## config.mk

```make
export PLATFORM = sky130hd
export DESIGN_NAME = tx_qpc_requester
export DESIGN_NICKNAME = d
export VERILOG_FILES = /design/src/rtl/tx_qpc_requester.sv
export SDC_FILE = /design/constraint.sdc
export NUM_CORES = 1
export LEC_CHECK = 0
export CAP_MARGIN = 20
export CORE_UTILIZATION = 44
export DETAILED_ROUTE_END_ITERATION = 8
export PLACE_DENSITY = 0.77
export SLEW_MARGIN = 10
export SYNTH_ARGS = -nofsm -noshare
export SYNTH_HDL_FRONTEND = slang
export SYNTH_SLANG_ARGS = --single-unit
```

## constraint.sdc

```tcl
create_clock -name clk -period 6.1 [get_ports clk]
set_input_delay 0.61 -clock clk [delete_from_list [all_inputs] [get_ports clk]]
set_output_delay 0.61 -clock clk [all_outputs]
set_load 0.02 [all_outputs]
```

## src/rtl/tx_qpc_requester.sv

```systemverilog
// Send-queue requester: looks up the QP context, sizes the message in packets,
// advances PSN/MSN and emits a header descriptor. Option: QPC_LOOKUP_TIMEOUT_EN.
module tx_qpc_requester #(
   parameter int MAX_QP       = 256,
   parameter int QP_PTR_WIDTH = $clog2(MAX_QP)
) (
   input  logic                    clk,
   input  logic                    rst,
   input  logic                    i_wqe_valid,
   output logic                    o_wqe_ready,
   input  logic [QP_PTR_WIDTH-1:0] i_wqe_qp_id,
   input  logic [31:0]             i_wqe_len,
   output logic                    o_qpc_hdr_lookup_valid,
   input  logic                    i_qpc_hdr_lookup_ready,
   output logic [QP_PTR_WIDTH-1:0] o_qpc_hdr_lookup_qp_id,
   input  logic                    i_qpc_valid,
   input  logic [2:0]              i_qpc_pmtu,
   input  logic [23:0]             i_qpc_dest_qpid,
   input  logic [23:0]             i_qpc_sq_curr_psn,
   input  logic [23:0]             i_qpc_sq_curr_msn,
   output logic                    o_qpc_hdr_update_valid,
   output logic [QP_PTR_WIDTH-1:0] o_qpc_hdr_update_qpid,
   output logic [23:0]             o_qpc_sq_curr_psn,
   output logic [23:0]             o_qpc_sq_curr_msn,
   output logic                    o_hdr_valid,
   input  logic                    i_hdr_ready,
   output logic [QP_PTR_WIDTH-1:0] o_hdr_qp_id,
   output logic [23:0]             o_hdr_dest_qpid,
   output logic [23:0]             o_hdr_first_psn,
   output logic [24:0]             o_hdr_pkt_cnt,
   output logic [23:0]             o_hdr_msn,
   output logic [1:0]              o_hdr_err
);

   localparam logic [2:0] S_IDLE   = 3'd0;
   localparam logic [2:0] S_LOOKUP = 3'd1;
   localparam logic [2:0] S_WAIT   = 3'd2;
   localparam logic [2:0] S_CALC   = 3'd3;
   localparam logic [2:0] S_UPDATE = 3'd4;
   localparam logic [2:0] S_OUT    = 3'd5;

   logic [2:0]              state;
   logic [QP_PTR_WIDTH-1:0] qp_id;
   logic [31:0]             len;
   logic [2:0]              pmtu;
   logic [23:0]             dest_qpid;
   logic [23:0]             psn;
   logic [23:0]             msn;
   logic [23:0]             new_psn;
   logic [23:0]             new_msn;
   logic [24:0]             pkt_cnt;
   logic [1:0]              err;
   logic                    pmtu_ok;
   logic [4:0]              shift;
   logic [31:0]             mask;
   logic [24:0]             cnt_calc;
`ifdef QPC_LOOKUP_TIMEOUT_EN
   logic [4:0]              tmo_cnt;
`endif

   // MTU is 2^(pmtu+7) bytes, so ceil(len/mtu) is a shift plus a remainder bit
   always_comb begin
      pmtu_ok  = (pmtu >= 3'd1) && (pmtu <= 3'd5);
      shift    = {2'b00, pmtu} + 5'd7;
      mask     = ~(32'hFFFF_FFFF << shift);
      cnt_calc = 25'(len >> shift) + 25'(|(len & mask));
      if (len == 32'd0)
         cnt_calc = 25'd1;
   end

   always_ff @(posedge clk or posedge rst) begin
      if (rst) begin
         state     <= S_IDLE;
         qp_id     <= '0;
         len       <= '0;
         pmtu      <= '0;
         dest_qpid <= '0;
         psn       <= '0;
         msn       <= '0;
         new_psn   <= '0;
         new_msn   <= '0;
         pkt_cnt   <= '0;
         err       <= '0;
`ifdef QPC_LOOKUP_TIMEOUT_EN
         tmo_cnt   <= '0;
`endif
      end else begin
         unique case (state)
            S_IDLE: if (i_wqe_valid) begin
               qp_id     <= i_wqe_qp_id;
               len       <= i_wqe_len;
               dest_qpid <= '0;
               psn       <= '0;
               msn       <= '0;
               pkt_cnt   <= '0;
               err       <= '0;
               state     <= S_LOOKUP;
            end
            S_LOOKUP: if (i_qpc_hdr_lookup_ready) begin
`ifdef QPC_LOOKUP_TIMEOUT_EN
               tmo_cnt <= '0;
`endif
               state <= S_WAIT;
            end
            S_WAIT: begin
               if (i_qpc_valid) begin
                  pmtu      <= i_qpc_pmtu;
                  dest_qpid <= i_qpc_dest_qpid;
                  psn       <= i_qpc_sq_curr_psn;
                  msn       <= i_qpc_sq_curr_msn;
                  state     <= S_CALC;
               end
`ifdef QPC_LOOKUP_TIMEOUT_EN
               else if (tmo_cnt == 5'd31) begin
                  err   <= 2'b10;
                  state <= S_OUT;
               end else begin
                  tmo_cnt <= tmo_cnt + 5'd1;
               end
`endif
            end
            S_CALC: begin
               if (pmtu_ok) begin
                  pkt_cnt <= cnt_calc;
                  new_psn <= psn + cnt_calc[23:0];
                  new_msn <= msn + 24'd1;
                  state   <= S_UPDATE;
               end else begin
                  err   <= 2'b01;
                  state <= S_OUT;
               end
            end
            S_UPDATE: state <= S_OUT;
            S_OUT: if (i_hdr_ready) state <= S_IDLE;
            default: state <= S_IDLE;
         endcase
      end
   end

   assign o_wqe_ready            = (state == S_IDLE) & ~rst;
   assign o_qpc_hdr_lookup_valid = (state == S_LOOKUP);
   assign o_qpc_hdr_lookup_qp_id = qp_id;
   assign o_qpc_hdr_update_valid = (state == S_UPDATE);
   assign o_qpc_hdr_update_qpid  = qp_id;
   assign o_qpc_sq_curr_psn      = new_psn;
   assign o_qpc_sq_curr_msn      = new_msn;
   assign o_hdr_valid            = (state == S_OUT);
   assign o_hdr_qp_id            = qp_id;
   assign o_hdr_dest_qpid        = dest_qpid;
   assign o_hdr_first_psn        = psn;
   assign o_hdr_pkt_cnt          = pkt_cnt;
   assign o_hdr_msn              = msn;
   assign o_hdr_err              = err;

endmodule

```

==> out/qor.log <==
qor: status.status finished clean
qor: synth.synth_common_cells sky130_fd_sc_hd__nand2_1, sky130_fd_sc_hd__dfrtp_1, sky130_fd_sc_hd__nand3_1
qor: setup_path.worstSetupEndpointType flip-flop
qor: synth.synth_area 10700 um^2
qor: clock_network.cts_tree built
qor: sta.timing.final.setup_violations 0
qor: sta.period_minus_slack 5.62 ns
qor: setup_path.critPathTopFamily compound AO/OA/AOI/OAI gates
qor: synth.synthesis.instances 1161
qor: die.effective_utilization_at_floorplan 45.4%
qor: die.top_level_ports 296
qor: synth.library_cell_occupying_the_most_area_in_the_post_synthesis_netlist sky130_fd_sc_hd__dfrtp_1
qor: setup_path.critical_path.startpoint_type flip-flop
qor: setup_path.critical_path_required 6.39 ns
qor: place.gpl_congestion 0.908
qor: sta.timing.max_slew.rel_slack 43.0%
qor: detailed_routing.routed_wire_length_per_instance 17.6 um
qor: clock_network.root_buffer sky130_fd_sc_hd__clkbuf_16
qor: sta.final_hold_viols 0
qor: power_and_ir_drop.p_int 4.64 mW
qor: synth.dominantRegCellSynth sky130_fd_sc_hd__dfrtp_1
qor: die.floorplan.die.height 158 um
qor: synth.post_synth_num_cell_types 71
qor: layout.area_delta_synth_final 34.3%
qor: place.port_buffers 294
qor: worst_hold_path.hold_path_class flip-flop to flip-flop
qor: place.detailed_place_hpwl 22000 um
qor: grt.grt_max_degree 147
qor: clock_network.ctsHtreeMaxLevel 4
qor: synth.synth-edff-count 0
qor: synth.number_of_nets_produced_by_synthesis 1312
qor: clock_network.clk_transition_reported_paths 0.08 ns
qor: sta.clock_skew 0.0180 ns
qor: setup_path.cell_repeated_most_along_the_worst_path sky130_fd_sc_hd__ha_1
qor: detailed_routing.dr_total_vias 9370
qor: synth.share_of_flip_flops_with_an_asynchronous_set_or_reset_after_synthesis 100%
qor: grt.global_route.overflow_total 0
qor: synth.synth_area_leaders sky130_fd_sc_hd__dfrtp_1, sky130_fd_sc_hd__nand2_1, sky130_fd_sc_hd__nand3_1
qor: grt.global_route.usage.total 24.5%
qor: layout.final_layout_size_suffix_gt1_share 8.89%
qor: power_and_ir_drop.power.share.sequential 26.8%
qor: synth.synth_seq_cells 192
qor: sta.min_period_over_period 92.1%
qor: clock_network.cells_resized_by_post_cts_repair 0
qor: clock_network.cts_sinks 192
qor: die.fp-row-count 56
qor: power_and_ir_drop.vdd_ir_drop_max 0.267 mV
qor: clock_network.clk_path_buf_depth 2
qor: layout.number_of_antenna_cells_inserted 0
qor: clock_network.postCtsSetupBuffers 0
qor: power_and_ir_drop.totalPowerFinal 8.70 mW
qor: die.die_area 25000 um^2
qor: grt.grt_pass1_vias 8890
qor: setup_path.worstPathCellList inv_2, ha_1, xor2_1, o21ai_0, a31oi_1, o21ai_0, o2111ai_1, ha_1, ha_1, inv_1, a221oi_2, nand2_1, or3_1, a311oi_1, ha_1, and3_1, a221oi_1, o31ai_1, a21oi_1, o21ai_0, a311oi_1, xnor2_1, o21ai_1
qor: detailed_routing.routed_via_density 5.40
qor: synth.syn-mean-instance-area 9.25 um^2
qor: flow_run.max_cap_violations 0
qor: sta.setup_total_negative_slack 0 ns
qor: synth.yosys.cell_count.top_type sky130_fd_sc_hd__nand2_1
qor: detailed_routing.ant_nets 0
qor: clock_network.worstSkewPairLatency 0.45 ns
qor: synth.sequential_element_share_of_the_synthesized_area 44.7%
qor: die.core 23700 um^2
qor: power_and_ir_drop.power.net_switching 4.06 mW
qor: sta.slew_violations 0
qor: setup_path.cp_slowest_stage_delay 0.42 ns
qor: clock_network.hold_buffer_count_at_cts 0
qor: synth.synth_top_cell_area_share 44.7%
qor: power_and_ir_drop.power.density 603 nW/um^2
qor: power_and_ir_drop.p_leak 6.50 nW
qor: detailed_routing.wl 30500 um
qor: setup_path.worstSetupPathType flip-flop to flip-flop
qor: power_and_ir_drop.power.switching_fraction 46.7%
qor: detailed_routing.drt_first_iter_violations 902
qor: power_and_ir_drop.p_comb_share 59.8%
qor: detailed_routing.detail_route.drc_violations 0
qor: power_and_ir_drop.clkPwrFrac 13.4%
qor: setup_path.slowest_stage sky130_fd_sc_hd__a311oi_1
qor: grt.antenna_violations_before_repair 0
qor: layout.layout.nets 1555
qor: synth.synthesis.yosys.warnings 0
qor: clock_network.cts_inserted_buffers 17
qor: setup_path.worst_ep_arrival_time 5.91 ns
qor: sta.tightestPinTransition 0.855 ns
qor: setup_path.crit_buf_inv 2
qor: die.fp.dieW 158 um
qor: sta.max_clk_rate 0.178 GHz
qor: detailed_routing.dr.pass1.iters 7
qor: grt.first_pass_grt_wire_length 47900 um
qor: sta.rsz0062_at_grt no
qor: setup_path.crit_path_max_fanout 10
[placed cells by master, fill, tap and decap left out, types with 6 or more instances in the layout]
cell and count:
sky130_fd_sc_hd__a21oi_1 24, sky130_fd_sc_hd__nand3_1 115, sky130_fd_sc_hd__mux2i_1 17, sky130_fd_sc_hd__o21bai_1 6
sky130_fd_sc_hd__a21o_1 18, sky130_fd_sc_hd__mux2_2 51, sky130_fd_sc_hd__and3_1 17, sky130_fd_sc_hd__nand2b_1 7
sky130_fd_sc_hd__clkdlybuf4s50_1 294, sky130_fd_sc_hd__nand4_1 9, sky130_fd_sc_hd__nor2_1 34, sky130_fd_sc_hd__nor4_1 11
sky130_fd_sc_hd__nor3_1 8, sky130_fd_sc_hd__mux4_2 12, sky130_fd_sc_hd__a211oi_1 6, sky130_fd_sc_hd__nand2_1 272
sky130_fd_sc_hd__a31oi_1 11, sky130_fd_sc_hd__xnor2_1 32, sky130_fd_sc_hd__dfrtp_1 192, sky130_fd_sc_hd__inv_1 18
sky130_fd_sc_hd__xor2_1 27, sky130_fd_sc_hd__nor3b_1 7, sky130_fd_sc_hd__buf_4 11, sky130_fd_sc_hd__o21ai_0 68
sky130_fd_sc_hd__clkbuf_16 17, sky130_fd_sc_hd__ha_1 29
[cell families (layout without fill, tap and decap cells)]
kind of cell	after synthesis	count (layout)	share of synthesized area, %
AND/OR/NAND/NOR	520	520	22.2
flip-flops	192	192	44.7
AO/OA/AOI/OAI	168	168	9.65
buffers and inverters	104	360	4.61
multiplexers	86	86	10.2
XOR/XNOR	60	60	4.96
adder cells (fa/ha/maj)	30	30	3.56
other	1	1	0.0349
[per-layer routing]
metal  wire, um  global-route usage, %  part of all wire [%]
met2      14900                   40.4                    49
met4        553                   7.60                   1.8
met3       1770                   3.57                   5.8
met5          0                      0                     0
met1      13300                   33.4                    44
[worst min-delay path: cells and delay by family, from the launching register on]
family | cells | cell delay [ns]
DFF | 1 | 0.35
and+or+nand+nor | 2 | 0.10
[power by group through the flow]
stage | clock network, mW | registers, mW | logic, mW
2_1_floorplan | 0 | 2.69 | 2.99
3_3_place_gp | 0 | 2.33 | 5.07
3_5_place_dp | 0 | 2.36 | 5.17
4_1_cts | 1.18 | 2.33 | 5.20
5_1_grt | 1.23 | 2.41 | 5.67
6_report | 1.16 | 2.34 | 5.20
[worst paths after layout]
check / startpoint / to / slack [ns] / cells past startpoint
hold / removal: o_hdr_dest_qpid[1] / o_hdr_dest_qpid[1] / 0.47 / 2
setup / recovery: pmtu[0] / o_qpc_sq_curr_psn[23] / 0.48 / 23
max in group asynchronous: rst / o_hdr_msn[15] / 4.48 / 3
hold reg to reg: o_hdr_dest_qpid[1] / o_hdr_dest_qpid[1] / 0.47 / 2
min in group asynchronous: rst / o_hdr_pkt_cnt[17] / 0.61 / 2
setup reg to reg: pmtu[0] / o_qpc_sq_curr_psn[23] / 0.48 / 23
[state kept, by name (all words and copies together), names as in the netlist, 3 cells and up]
register           flops
len                   32
o_hdr_dest_qpid       24
o_qpc_sq_curr_psn     24
o_hdr_qp_id            8
o_hdr_first_psn       24
o_hdr_pkt_cnt         25
o_qpc_sq_curr_msn     24
state                  3
o_hdr_msn             24
pmtu                   3
[final cells by class]
type	count	area [um^2]
fillers	2041	9260
multi-input cells	865	5460
flip-flops and latches	192	4800
repair buffers	306	3050
clock buffers	17	425
well taps	319	399
clock inverters	15	190
inverters	22	90.1
[through the flow]
stage	hold slack (ns)	util [%]	setup WS, ns	std cells	instance area (um^2)
after floorplan	0.496	-	0.263	1161	10700
after global placement	0.449	58.2	0.792	1703	13800
after detailed placement	0.455	58.2	0.568	1703	13800
after CTS	0.473	60.8	0.545	1735	14400
after global routing	0.486	60.9	0.0226	1736	14400
final	0.468	60.9	0.482	1736	14400
(Power assumes the default switching activity.)
